$ cat src/rtl/mc_sequencer_pkg.sv
// Shared encodings for the multicycle control sequencer: FSM state codes,
// decoder op_class codes and the datapath mux select codes.
package mc_sequencer_pkg;

    typedef enum logic [2:0] {
        ST_IDLE   = 3'd0,
        ST_FETCH  = 3'd1,
        ST_DECODE = 3'd2,
        ST_EXEC   = 3'd3,
        ST_MEM    = 3'd4,
        ST_WB     = 3'd5,
        ST_HALT   = 3'd6,
        ST_FAULT  = 3'd7
    } state_e;

    // Codes 6 and 7 are illegal and lead to FAULT.
    typedef enum logic [2:0] {
        OP_ALU    = 3'd0,
        OP_LOAD   = 3'd1,
        OP_STORE  = 3'd2,
        OP_BRANCH = 3'd3,
        OP_JUMP   = 3'd4,
        OP_HALT   = 3'd5
    } op_class_e;

    localparam logic [1:0] PC_SRC_ALU_OUT = 2'd0;
    localparam logic [1:0] PC_SRC_ALU_BUF = 2'd1;
    localparam logic [1:0] PC_SRC_JUMP    = 2'd2;
    localparam logic [1:0] PC_SRC_RESET   = 2'd3;

    localparam logic       SRC_A_PC       = 1'b0;
    localparam logic       SRC_A_REG      = 1'b1;

    localparam logic [1:0] SRC_B_REG      = 2'd0;
    localparam logic [1:0] SRC_B_FOUR     = 2'd1;
    localparam logic [1:0] SRC_B_SIMM     = 2'd2;
    localparam logic [1:0] SRC_B_IMM_SHL2 = 2'd3;

    localparam logic [1:0] ALU_OP_ADD     = 2'd0;
    localparam logic [1:0] ALU_OP_SUB     = 2'd1;
    localparam logic [1:0] ALU_OP_FUNCT   = 2'd2;

endpackage

$ cat src/rtl/mc_seq_timeout.sv
// Memory wait-state watchdog. The counter restarts with every new request
// and counts cycles where the request is outstanding without an ack.
// expired_o flags the waiting cycle that brings the count to MEM_TIMEOUT.
module mc_seq_timeout #(
    parameter int MEM_TIMEOUT = 16,
    parameter int TO_W        = 5
) (
    input  logic clk,
    input  logic reset_n,
    input  logic start_i,
    input  logic count_i,
    output logic expired_o
);

    localparam logic [TO_W:0] LIMIT = MEM_TIMEOUT[TO_W:0];

    logic [TO_W-1:0] cnt_q;
    logic [TO_W-1:0] cnt_d;
    logic [TO_W-1:0] cnt_base;
    logic [TO_W:0]   cnt_inc;

    // Next wait count: restart at a new request, then add one per unacked cycle.
    // NOTE: every variable written here gets a value before any branch, so no
    // path can leave one unassigned and infer a latch.
    always_comb begin
        cnt_base  = start_i ? {TO_W{1'b0}} : cnt_q;
        cnt_inc   = {1'b0, cnt_base} + {{TO_W{1'b0}}, count_i};
        cnt_d     = cnt_inc[TO_W-1:0];
        expired_o = count_i && (cnt_inc >= LIMIT);
    end

    // Wait counter register.
    // NOTE: sequential state uses non-blocking assignments so every flop
    // samples the pre-edge value of its inputs.
    always_ff @(posedge clk or negedge reset_n) begin
        if (!reset_n) begin
            cnt_q <= {TO_W{1'b0}};
        end else begin
            cnt_q <= cnt_d;
        end
    end

endmodule

$ cat src/rtl/mc_sequencer.sv
// Multicycle control sequencer with req/ack memory handshakes, run/halt
// control and a sticky FAULT state on memory timeout or illegal op_class.
// Build option: define MC_SEQ_PERF_CNT_EN to enable the saturating
// retired/stall performance counters; otherwise both ports read 0.
module mc_sequencer
    import mc_sequencer_pkg::*;
#(
    parameter int MEM_TIMEOUT = 16,
    parameter int TO_W        = 5,
    parameter int CNT_W       = 32
) (
    input  logic             clk,
    input  logic             reset_n,
    input  logic             run,
    input  logic [2:0]       op_class,
    input  logic             alu_zero,
    output logic             imem_req,
    input  logic             imem_ack,
    output logic             dmem_req,
    output logic             dmem_we,
    input  logic             dmem_ack,
    output logic             ir_write,
    output logic             pc_write,
    output logic [1:0]       pc_src,
    output logic             alu_src_a,
    output logic [1:0]       alu_src_b,
    output logic [1:0]       alu_op_sel,
    output logic             reg_write,
    output logic             mem_to_reg,
    output logic             reg_dst,
    output logic [2:0]       state,
    output logic             halted,
    output logic             fault,
    output logic [CNT_W-1:0] retired_cnt,
    output logic [CNT_W-1:0] stall_cnt
);

    state_e     state_q, state_d;
    logic [2:0] class_q, class_d;
    logic       busy_q;      // a request was outstanding without ack last cycle
    logic       retire;
    logic       wait_start;
    logic       wait_count;
    logic       wait_expired;

    // A fetch starts only if run is high on FETCH entry; once issued it is held to ack.
    assign imem_req   = (state_q == ST_FETCH) && (run || busy_q);
    assign dmem_req   = (state_q == ST_MEM);
    assign wait_start = (imem_req || dmem_req) && !busy_q;
    assign wait_count = (imem_req && !imem_ack) || (dmem_req && !dmem_ack);

    assign state  = state_q;
    assign halted = (state_q == ST_HALT);
    assign fault  = (state_q == ST_FAULT);

    mc_seq_timeout #(
        .MEM_TIMEOUT (MEM_TIMEOUT),
        .TO_W        (TO_W)
    ) u_timeout (
        .clk       (clk),
        .reset_n   (reset_n),
        .start_i   (wait_start),
        .count_i   (wait_count),
        .expired_o (wait_expired)
    );

    // Next-state and control decode from state and latched class; strobes qualified by acks.
    always_comb begin
        state_d    = state_q;
        class_d    = class_q;
        retire     = 1'b0;
        dmem_we    = 1'b0;
        ir_write   = 1'b0;
        pc_write   = 1'b0;
        pc_src     = PC_SRC_ALU_OUT;
        alu_src_a  = SRC_A_PC;
        alu_src_b  = SRC_B_REG;
        alu_op_sel = ALU_OP_ADD;
        reg_write  = 1'b0;
        mem_to_reg = 1'b0;
        reg_dst    = 1'b0;
        case (state_q)
            ST_IDLE: begin
                if (run) begin
                    pc_write = 1'b1;
                    pc_src   = PC_SRC_RESET;
                    state_d  = ST_FETCH;
                end
            end
            ST_FETCH: begin
                if (!imem_req) begin
                    state_d = ST_IDLE;
                end else begin
                    alu_src_b = SRC_B_FOUR;
                    if (imem_ack) begin
                        ir_write = 1'b1;
                        pc_write = 1'b1;
                        state_d  = ST_DECODE;
                    end else if (wait_expired) begin
                        state_d = ST_FAULT;
                    end
                end
            end
            ST_DECODE: begin
                alu_src_b = SRC_B_IMM_SHL2;
                class_d   = op_class;
                case (op_class)
                    OP_ALU, OP_LOAD, OP_STORE, OP_BRANCH: state_d = ST_EXEC;
                    OP_JUMP: begin
                        pc_write = 1'b1;
                        pc_src   = PC_SRC_JUMP;
                        retire   = 1'b1;
                        state_d  = ST_FETCH;
                    end
                    OP_HALT: begin
                        retire  = 1'b1;
                        state_d = ST_HALT;
                    end
                    default: state_d = ST_FAULT;
                endcase
            end
            ST_EXEC: begin
                alu_src_a = SRC_A_REG;
                case (class_q)
                    OP_ALU: begin
                        alu_op_sel = ALU_OP_FUNCT;
                        state_d    = ST_WB;
                    end
                    OP_LOAD, OP_STORE: begin
                        alu_src_b = SRC_B_SIMM;
                        state_d   = ST_MEM;
                    end
                    OP_BRANCH: begin
                        alu_op_sel = ALU_OP_SUB;
                        pc_src     = PC_SRC_ALU_BUF;
                        pc_write   = alu_zero;
                        retire     = 1'b1;
                        state_d    = ST_FETCH;
                    end
                    default: state_d = ST_FAULT;
                endcase
            end
            ST_MEM: begin
                dmem_we = (class_q == OP_STORE);
                if (dmem_ack) begin
                    if (class_q == OP_STORE) begin
                        retire  = 1'b1;
                        state_d = ST_FETCH;
                    end else begin
                        state_d = ST_WB;
                    end
                end else if (wait_expired) begin
                    state_d = ST_FAULT;
                end
            end
            ST_WB: begin
                reg_write  = 1'b1;
                mem_to_reg = (class_q == OP_LOAD);
                reg_dst    = (class_q == OP_ALU);
                retire     = 1'b1;
                state_d    = ST_FETCH;
            end
            ST_HALT: begin
                if (!run) state_d = ST_IDLE;
            end
            ST_FAULT: begin
                state_d = ST_FAULT;
            end
        endcase
    end

    // Sequencer state, latched instruction class and outstanding-request flag.
    always_ff @(posedge clk or negedge reset_n) begin
        if (!reset_n) begin
            state_q <= ST_IDLE;
            class_q <= 3'd0;
            busy_q  <= 1'b0;
        end else begin
            state_q <= state_d;
            class_q <= class_d;
            busy_q  <= wait_count;
        end
    end

`ifdef MC_SEQ_PERF_CNT_EN
    localparam logic [CNT_W-1:0] CNT_ONE = {{(CNT_W-1){1'b0}}, 1'b1};

    logic [CNT_W-1:0] retired_q;
    logic [CNT_W-1:0] stall_q;

    // Saturating counters of retired instructions and memory wait cycles.
    always_ff @(posedge clk or negedge reset_n) begin
        if (!reset_n) begin
            retired_q <= {CNT_W{1'b0}};
            stall_q   <= {CNT_W{1'b0}};
        end else begin
            if (retire && (retired_q != {CNT_W{1'b1}})) retired_q <= retired_q + CNT_ONE;
            if (wait_count && (stall_q != {CNT_W{1'b1}})) stall_q <= stall_q + CNT_ONE;
        end
    end

    assign retired_cnt = retired_q;
    assign stall_cnt   = stall_q;
`else
    logic perf_unused;
    assign perf_unused = retire;
    assign retired_cnt = {CNT_W{1'b0}};
    assign stall_cnt   = {CNT_W{1'b0}};
`endif

endmodule

$ cat config.mk
export PLATFORM = sky130hd
export DESIGN_NAME = mc_sequencer
export DESIGN_NICKNAME = d
export VERILOG_FILES = /design/src/rtl/mc_sequencer_pkg.sv /design/src/rtl/mc_seq_timeout.sv /design/src/rtl/mc_sequencer.sv
export SDC_FILE = /design/constraint.sdc
export NUM_CORES = 1
export LEC_CHECK = 0
export ABC_AREA = 1
export CORE_ASPECT_RATIO = 1.4
export CORE_MARGIN = 5
export CORE_UTILIZATION = 35
export CTS_BUF_LIST = sky130_fd_sc_hd__clkbuf_16
export CTS_CLUSTER_SIZE = 16
export DETAILED_ROUTE_END_ITERATION = 8
export PLACE_DENSITY = 0.81
export REMOVE_ABC_BUFFERS = 1
export SETUP_SLACK_MARGIN = 0.3
export SLEW_MARGIN = 15
export SYNTH_ARGS = -nofsm -noshare
export SYNTH_HDL_FRONTEND = slang
export SYNTH_SLANG_ARGS = --single-unit
$ cat constraint.sdc
create_clock -name clk -period 2.39 [get_ports clk]
set_input_delay 0.3585 -clock clk [delete_from_list [all_inputs] [get_ports clk]]
set_output_delay 0.3585 -clock clk [all_outputs]
set_load 0.02 [all_outputs]
* Word-level counts from Yosys, hierarchy flattened
Index checks and enable logic that the tools add are counted.
** Cells by class
- Reductions and logical operators :: 17
- Mux-type cells :: 32
- Add/subtract/negate cells :: 1
- Equal/unequal tests :: 17
- Order comparisons :: 1
** Operator list (count)
- 3-bit case mux with 8 select lines :: 1
- 3-bit two-way mux :: 7
- 3-bit by 2-bit == test with 1-bit output, second input constant :: 6
- 3-bit == test, second input constant :: 6
- 3-bit case mux with 3 select lines :: 2
- 1-bit two-way mux :: 13
- 2-bit case mux with 3 select lines :: 2
- 3-bit by 1-bit == test with 1-bit output, second input constant :: 3
- 3-bit zero test :: 3
- 2-bit two-way mux :: 4
- 5-bit by 1-bit adder with 6-bit output :: 1
- 6-bit by 5-bit >= comparator with 1-bit output, second input constant :: 1
- 1-bit logical AND :: 5
- 5-bit two-way mux :: 1
- 2-bit != test, second input constant :: 2
- 1-bit case mux with 4 select lines :: 1
- 2-bit case mux with 2 select lines :: 1
- 4-bit OR reduction :: 1
- 1-bit zero test :: 3
- 1-bit logical OR :: 3
- 2-bit AND reduction :: 1
- 2-bit OR reduction :: 1
** Storage, ports and cells
- Word-level logic and storage cells :: 72
- Input bits :: 9
- Output and inout bits :: 84
- Register bits :: 12

* Logic depth before layout (Yosys ltp)
- Depth after elaboration :: 12
- Gate-level depth with buffers :: 16

* Modules after synthesis
A second synthesis with hierarchy kept.
** Unflattened totals
- Cells, all modules :: 188
- Area, all modules :: 1322.5 sq um
** By module, submodules not included
- mc_sequencer :: area each 1047.3 sq um, cells an instance 157, times used 1
- mc_seq_timeout :: area each 275.3 sq um, cells an instance 31, times used 1

* Worst setup path after synthesis
Ideal clock, no wire load.
- Kind :: flip-flop to flip-flop
- Start point :: register state_q[0] (netlist: state[0])
- End point :: register state_q[0] (netlist: state[0])
- Setup slack :: 0.309 ns
- Clock period less this slack :: 2.081 ns
- Stages on the path, launching flop included :: 16
- Arrival :: 1.951 ns
- Setup time :: 0.129 ns
- Buffers on the path :: 0
- Cell sequence :: dfrtp_1 > inv_2 > nor2_2 > nand3_2 > inv_2 > nand2_2 > o21ai_2 > ha_1 > ha_1 > nand4_4 > nor2_1 > nand2_1 > nand2_1 > nand2_1 > nand2_1 > a21oi_2
** On the way
- Elaborated cells on any way between the ends :: 26
- Classes of those cells :: add/sub (1); order compare (1); eq/ne (9); mux (6); reduce/logical (9)
** RTL lines
- start: declaration :: line mc_sequencer.sv:38 : state_e state_q, state_d;
- start signal: assignment :: line mc_sequencer.sv:179 : state_q <= state_d;
- 3-bit by 1-bit == test with 1-bit output (*) :: line mc_sequencer.sv:47 : assign imem_req = (state_q == ST_FETCH) && (run || busy_q);
- 1-bit logical AND (*) :: line mc_sequencer.sv:47
- net imem_req :: line mc_sequencer.sv:17 : output logic imem_req,
- 1-bit logical AND (*) :: line mc_sequencer.sv:50 : assign wait_count = (imem_req && !imem_ack) || (dmem_req && !dmem_ack);
- 1-bit logical OR (*) :: line mc_sequencer.sv:50
- net u_timeout.count_i :: line mc_seq_timeout.sv:11 : input logic count_i,
- 5-bit by 1-bit adder with 6-bit output :: line mc_seq_timeout.sv:27 : cnt_inc = {1'b0, cnt_base} + {{TO_W{1'b0}}, count_i};
- 6-bit by 5-bit >= comparator with 1-bit output :: line mc_seq_timeout.sv:29 : expired_o = count_i && (cnt_inc >= LIMIT);
- 1-bit logical AND (*) :: line mc_seq_timeout.sv:29
- 3-bit two-way mux (*)
- 3-bit two-way mux
- 3-bit two-way mux :: line mc_sequencer.sv:91 : if (!imem_req) begin
- 3-bit case mux with 8 select lines (*) :: line mc_sequencer.sv:82 : case (state_q)
The timed path passes the listed nets; every way through them passes the cells marked *.
A chain may end at the register's enable or synchronous reset.

* Worst setup path in the final report
- Start point :: register state_q[0] (netlist: state[0])
- End point :: output dmem_req
** On the way
- Cells in the longest elaborated chain, start to end :: 1
** RTL lines
- 3-bit == test :: line mc_sequencer.sv:48 : assign dmem_req = (state_q == ST_MEM);
- end: declaration :: line mc_sequencer.sv:19 : output logic dmem_req,
No other way between the ends.

==> metrics <==
wire length of the first global-routing pass between 3000 and 4000 um; cell area after synthesis ~1300 um2; worst hold slack after final layout between 0.4 and 0.5 ns; Max-slew headroom 0.649; critical path fanouts, max 6; number of clock sinks 12; critical path startpoint category flip-flop; Peak supply drop 0.514 mV; H-tree depth reported by CTS 1; pre-CTS setup slack -0.0961 ns; sum of routed wire length over all layers around 2800 um; setup slack after layout between 0.3 and 0.4 ns; combined area of the multi-input logic cells between 700 and 800 um2; Buffers on Ports 28; Antenna Cells 0; clock tree from TritonCTS yes; Cell Rows 26; Critical Path End Type output port; DR vias around 1,100; post-synthesis cell count between 150 and 200; DR pass1 iterations 4; clock skew after layout between 0.0015 and 0.002 ns; placed cells around 260; register bit total from synthesis 12; DIE AREA 5100 um2; HPWL after DPL 2300 um; Max Cap Violations 0; fraction of final layout cells sized beyond drive strength 1 0.204; reg2reg setup slack between 0.4 and 0.5 ns; result of the run finished, final reports clean; Avg Cell Area, Syn around 7.3 um2; RD Place Congestion ~0.9; Worst Tran Pin Value 0.525 ns; number of hold-slack violations in the final timing report 0; drc violations 0; CTS clk-pin slew, worst paths around 0.040 ns; total non-filler cell area in the finished layout 1630 um2; FF-to-FF Start state[0]$_DFFE_PN0P_; final worst path period need just over 2 ns; top-level I/O count 93; WP data required 2.03 ns; unrepaired setup endpoints after global routing true; power per unit of standard cell area 947 nW/um2; non-filler instance count after layout ~270; effective utilization at floorplan 0.361; number of buffers inserted during clock tree synthesis 3; Worst Reg-to-Reg Cells 13; antenna-violating nets left 0; achievable frequency approximately 490 MHz; final layout net count between 200 and 250; count of routing violations after the opening detailed-route iteration 23; clock root buffer master sky130_fd_sc_hd__clkbuf_16; Worst EP arrival between 1.5 and 2 ns; final cycle utilization of the critical path 0.853; Die Y-Extent 82.6 um; post-synth cell types 28; vias in the first global route 960; DR vias/cell ~4.0; Slew Limit Fails 0; post-place instance area 1490 um2; final-layout fill cell count 356; Leakage Power about 0.98 nW; number of synthesis warnings 0; number of antenna violations at the first check in global routing 0; die boundary width around 62 um; clk_lat worst skew around 0.24 ns; flip-flop and latch area between 300 and 400 um2; maximum number of pins on one net before global-route repair 13; global route overflow 0; number of buffers on the longest clock path 2; post-synthesis sequential area ratio 0.228; placeable core region 3640 um2; total setup violations reported at the end of the flow 0; Syn-to-layout area delta 24.0%; type of the tightest min-delay check in2async; total global-route track usage 0.105; worst flop-to-flop path endpoint state[0]$_DFFE_PN0P_; wire per inst approximately 10 um; classification of the worst setup path reg2out
sequential cells by signal, summed over array words and instances (netlist names):
name and flops:
busy_q 1, class_q 3, u_timeout.cnt_q 5, state 3
layout by cell type (no fill, tap or decap), types with 2 or more instances in the layout:
cell,netlist,layout
sky130_fd_sc_hd__clkdlybuf4s50_1,0,14
sky130_fd_sc_hd__xor2_1,2,2
sky130_fd_sc_hd__nor2_2,2,5
sky130_fd_sc_hd__nand2_1,23,22
sky130_fd_sc_hd__clkbuf_16,0,3
sky130_fd_sc_hd__nand2_2,4,4
sky130_fd_sc_hd__inv_2,5,5
sky130_fd_sc_hd__conb_1,1,64
sky130_fd_sc_hd__a21oi_2,2,2
sky130_fd_sc_hd__nand3_1,4,4
sky130_fd_sc_hd__dfrtp_2,0,2
sky130_fd_sc_hd__dlymetal6s2s_1,0,3
sky130_fd_sc_hd__o21ai_0,6,6
sky130_fd_sc_hd__nor2_4,0,2
sky130_fd_sc_hd__nor2_1,17,12
sky130_fd_sc_hd__dlygate4sd2_1,0,10
sky130_fd_sc_hd__dfrtp_1,12,10
sky130_fd_sc_hd__a31oi_1,2,2
sky130_fd_sc_hd__buf_4,64,14
sky130_fd_sc_hd__inv_1,20,19
sky130_fd_sc_hd__o211ai_1,3,3
sky130_fd_sc_hd__nand2_4,1,2
cell type report:
class,instances,area share
multi-input cells,143,0.448
repair buffers,42,0.230
flip-flops and latches,12,0.185
inverters,25,0.0590
clock buffers,3,0.0460
well taps,42,0.0322
layer usage:
metal	vias to the layer above	part of all wire	GRT usage
met3	5	0.12	0.0280
met5	-	0	0
met4	0	0.012	0.0382
met1	490	0.31	0.101
li1	519	-	-
met2	56	0.56	0.204
cells by family (layout without fill, tap and decap cells):
logic type	count (synthesis)	count (layout)	share of synthesized area
buf+inv	89	70	0.436
simple gates	58	58	0.214
flops	12	12	0.228
xor+xnor	3	3	0.0200
other cells	1	64	0.00285
fa+ha+maj	2	2	0.0190
compound gates	16	16	0.0798
critical path, cell delays in order (launching register included):
cell                              delay (ns)
sky130_fd_sc_hd__dfrtp_1                0.40
sky130_fd_sc_hd__buf_4                  0.16
sky130_fd_sc_hd__nor2_4                 0.10
sky130_fd_sc_hd__nand2_4                0.09
sky130_fd_sc_hd__inv_1                  0.09
sky130_fd_sc_hd__clkdlybuf4s50_1        0.60
per-stage QoR:
step / total power, mW / util / TNS, ns
after floorplan: 0.866 / - / 0
after global placement: 1.19 / 0.408 / -0.170
after detailed placement: 1.19 / 0.408 / -0.208
after CTS: 1.48 / 0.431 / 0
after global routing: 1.66 / 0.448 / 0
final: 1.55 / 0.448 / 0
worst max-delay path by stage:
stage                      endpoint                 start  cells past startpoint  slack (ns)
6_report                   dmem_req  state[0]$_DFFE_PN0P_                      5        0.35
5_1_grt        state[0]$_DFFE_PN0P_  state[1]$_DFFE_PN0P_                     14        0.27
4_1_cts               alu_op_sel[1]  state[1]$_DFFE_PN0P_                      5        0.21
3_5_place_dp   state[0]$_DFFE_PN0P_                   run                     16        -0.1
3_3_place_gp               pc_write                   run                      7       -0.09
2_1_floorplan  state[0]$_DFFE_PN0P_  state[0]$_DFFE_PN0P_                     15        0.31
synthesized netlist by cell type (all sizes together):
| cell type | count | share of area |
|---|---|---|
| nand4 | 2 | 0.021 |
| a21oi | 3 | 0.017 |
| nor2 | 19 | 0.058 |
| conb | 1 | 0.0028 |
| o211ai | 3 | 0.017 |
| a31oi | 2 | 0.0095 |
| a211o | 1 | 0.0067 |
| o21ai | 7 | 0.029 |
| dfrtp | 12 | 0.23 |
| nand3 | 5 | 0.023 |
| and3 | 1 | 0.0048 |
| nand2 | 28 | 0.093 |
| nor4 | 1 | 0.0048 |
| ha | 2 | 0.019 |
| inv | 25 | 0.071 |
| xor2 | 2 | 0.013 |
| xnor2 | 1 | 0.0067 |
| nand3b | 1 | 0.0057 |
| nor3 | 1 | 0.0038 |
| buf | 64 | 0.37 |
what timing repair did:
item | 4_1_cts | 5_1_grt
cloned | 0 | 0
pin swaps | 1 | 8
gates resized for setup | 16 | 17
hold buffers | 0 | 0
buffers inserted | 0 | 3
setup endpoints to repair | 16 | 8
power by group:
| part | leakage (nW) | internal, mW | switching [mW] |
|---|---|---|---|
| Combinational | 0.786 | 0.347 | 0.568 |
| Sequential | 0.154 | 0.273 | 0.0628 |
| Clock | 0.0370 | 0.217 | 0.0778 |
Power figures use the tool's default switching activity.
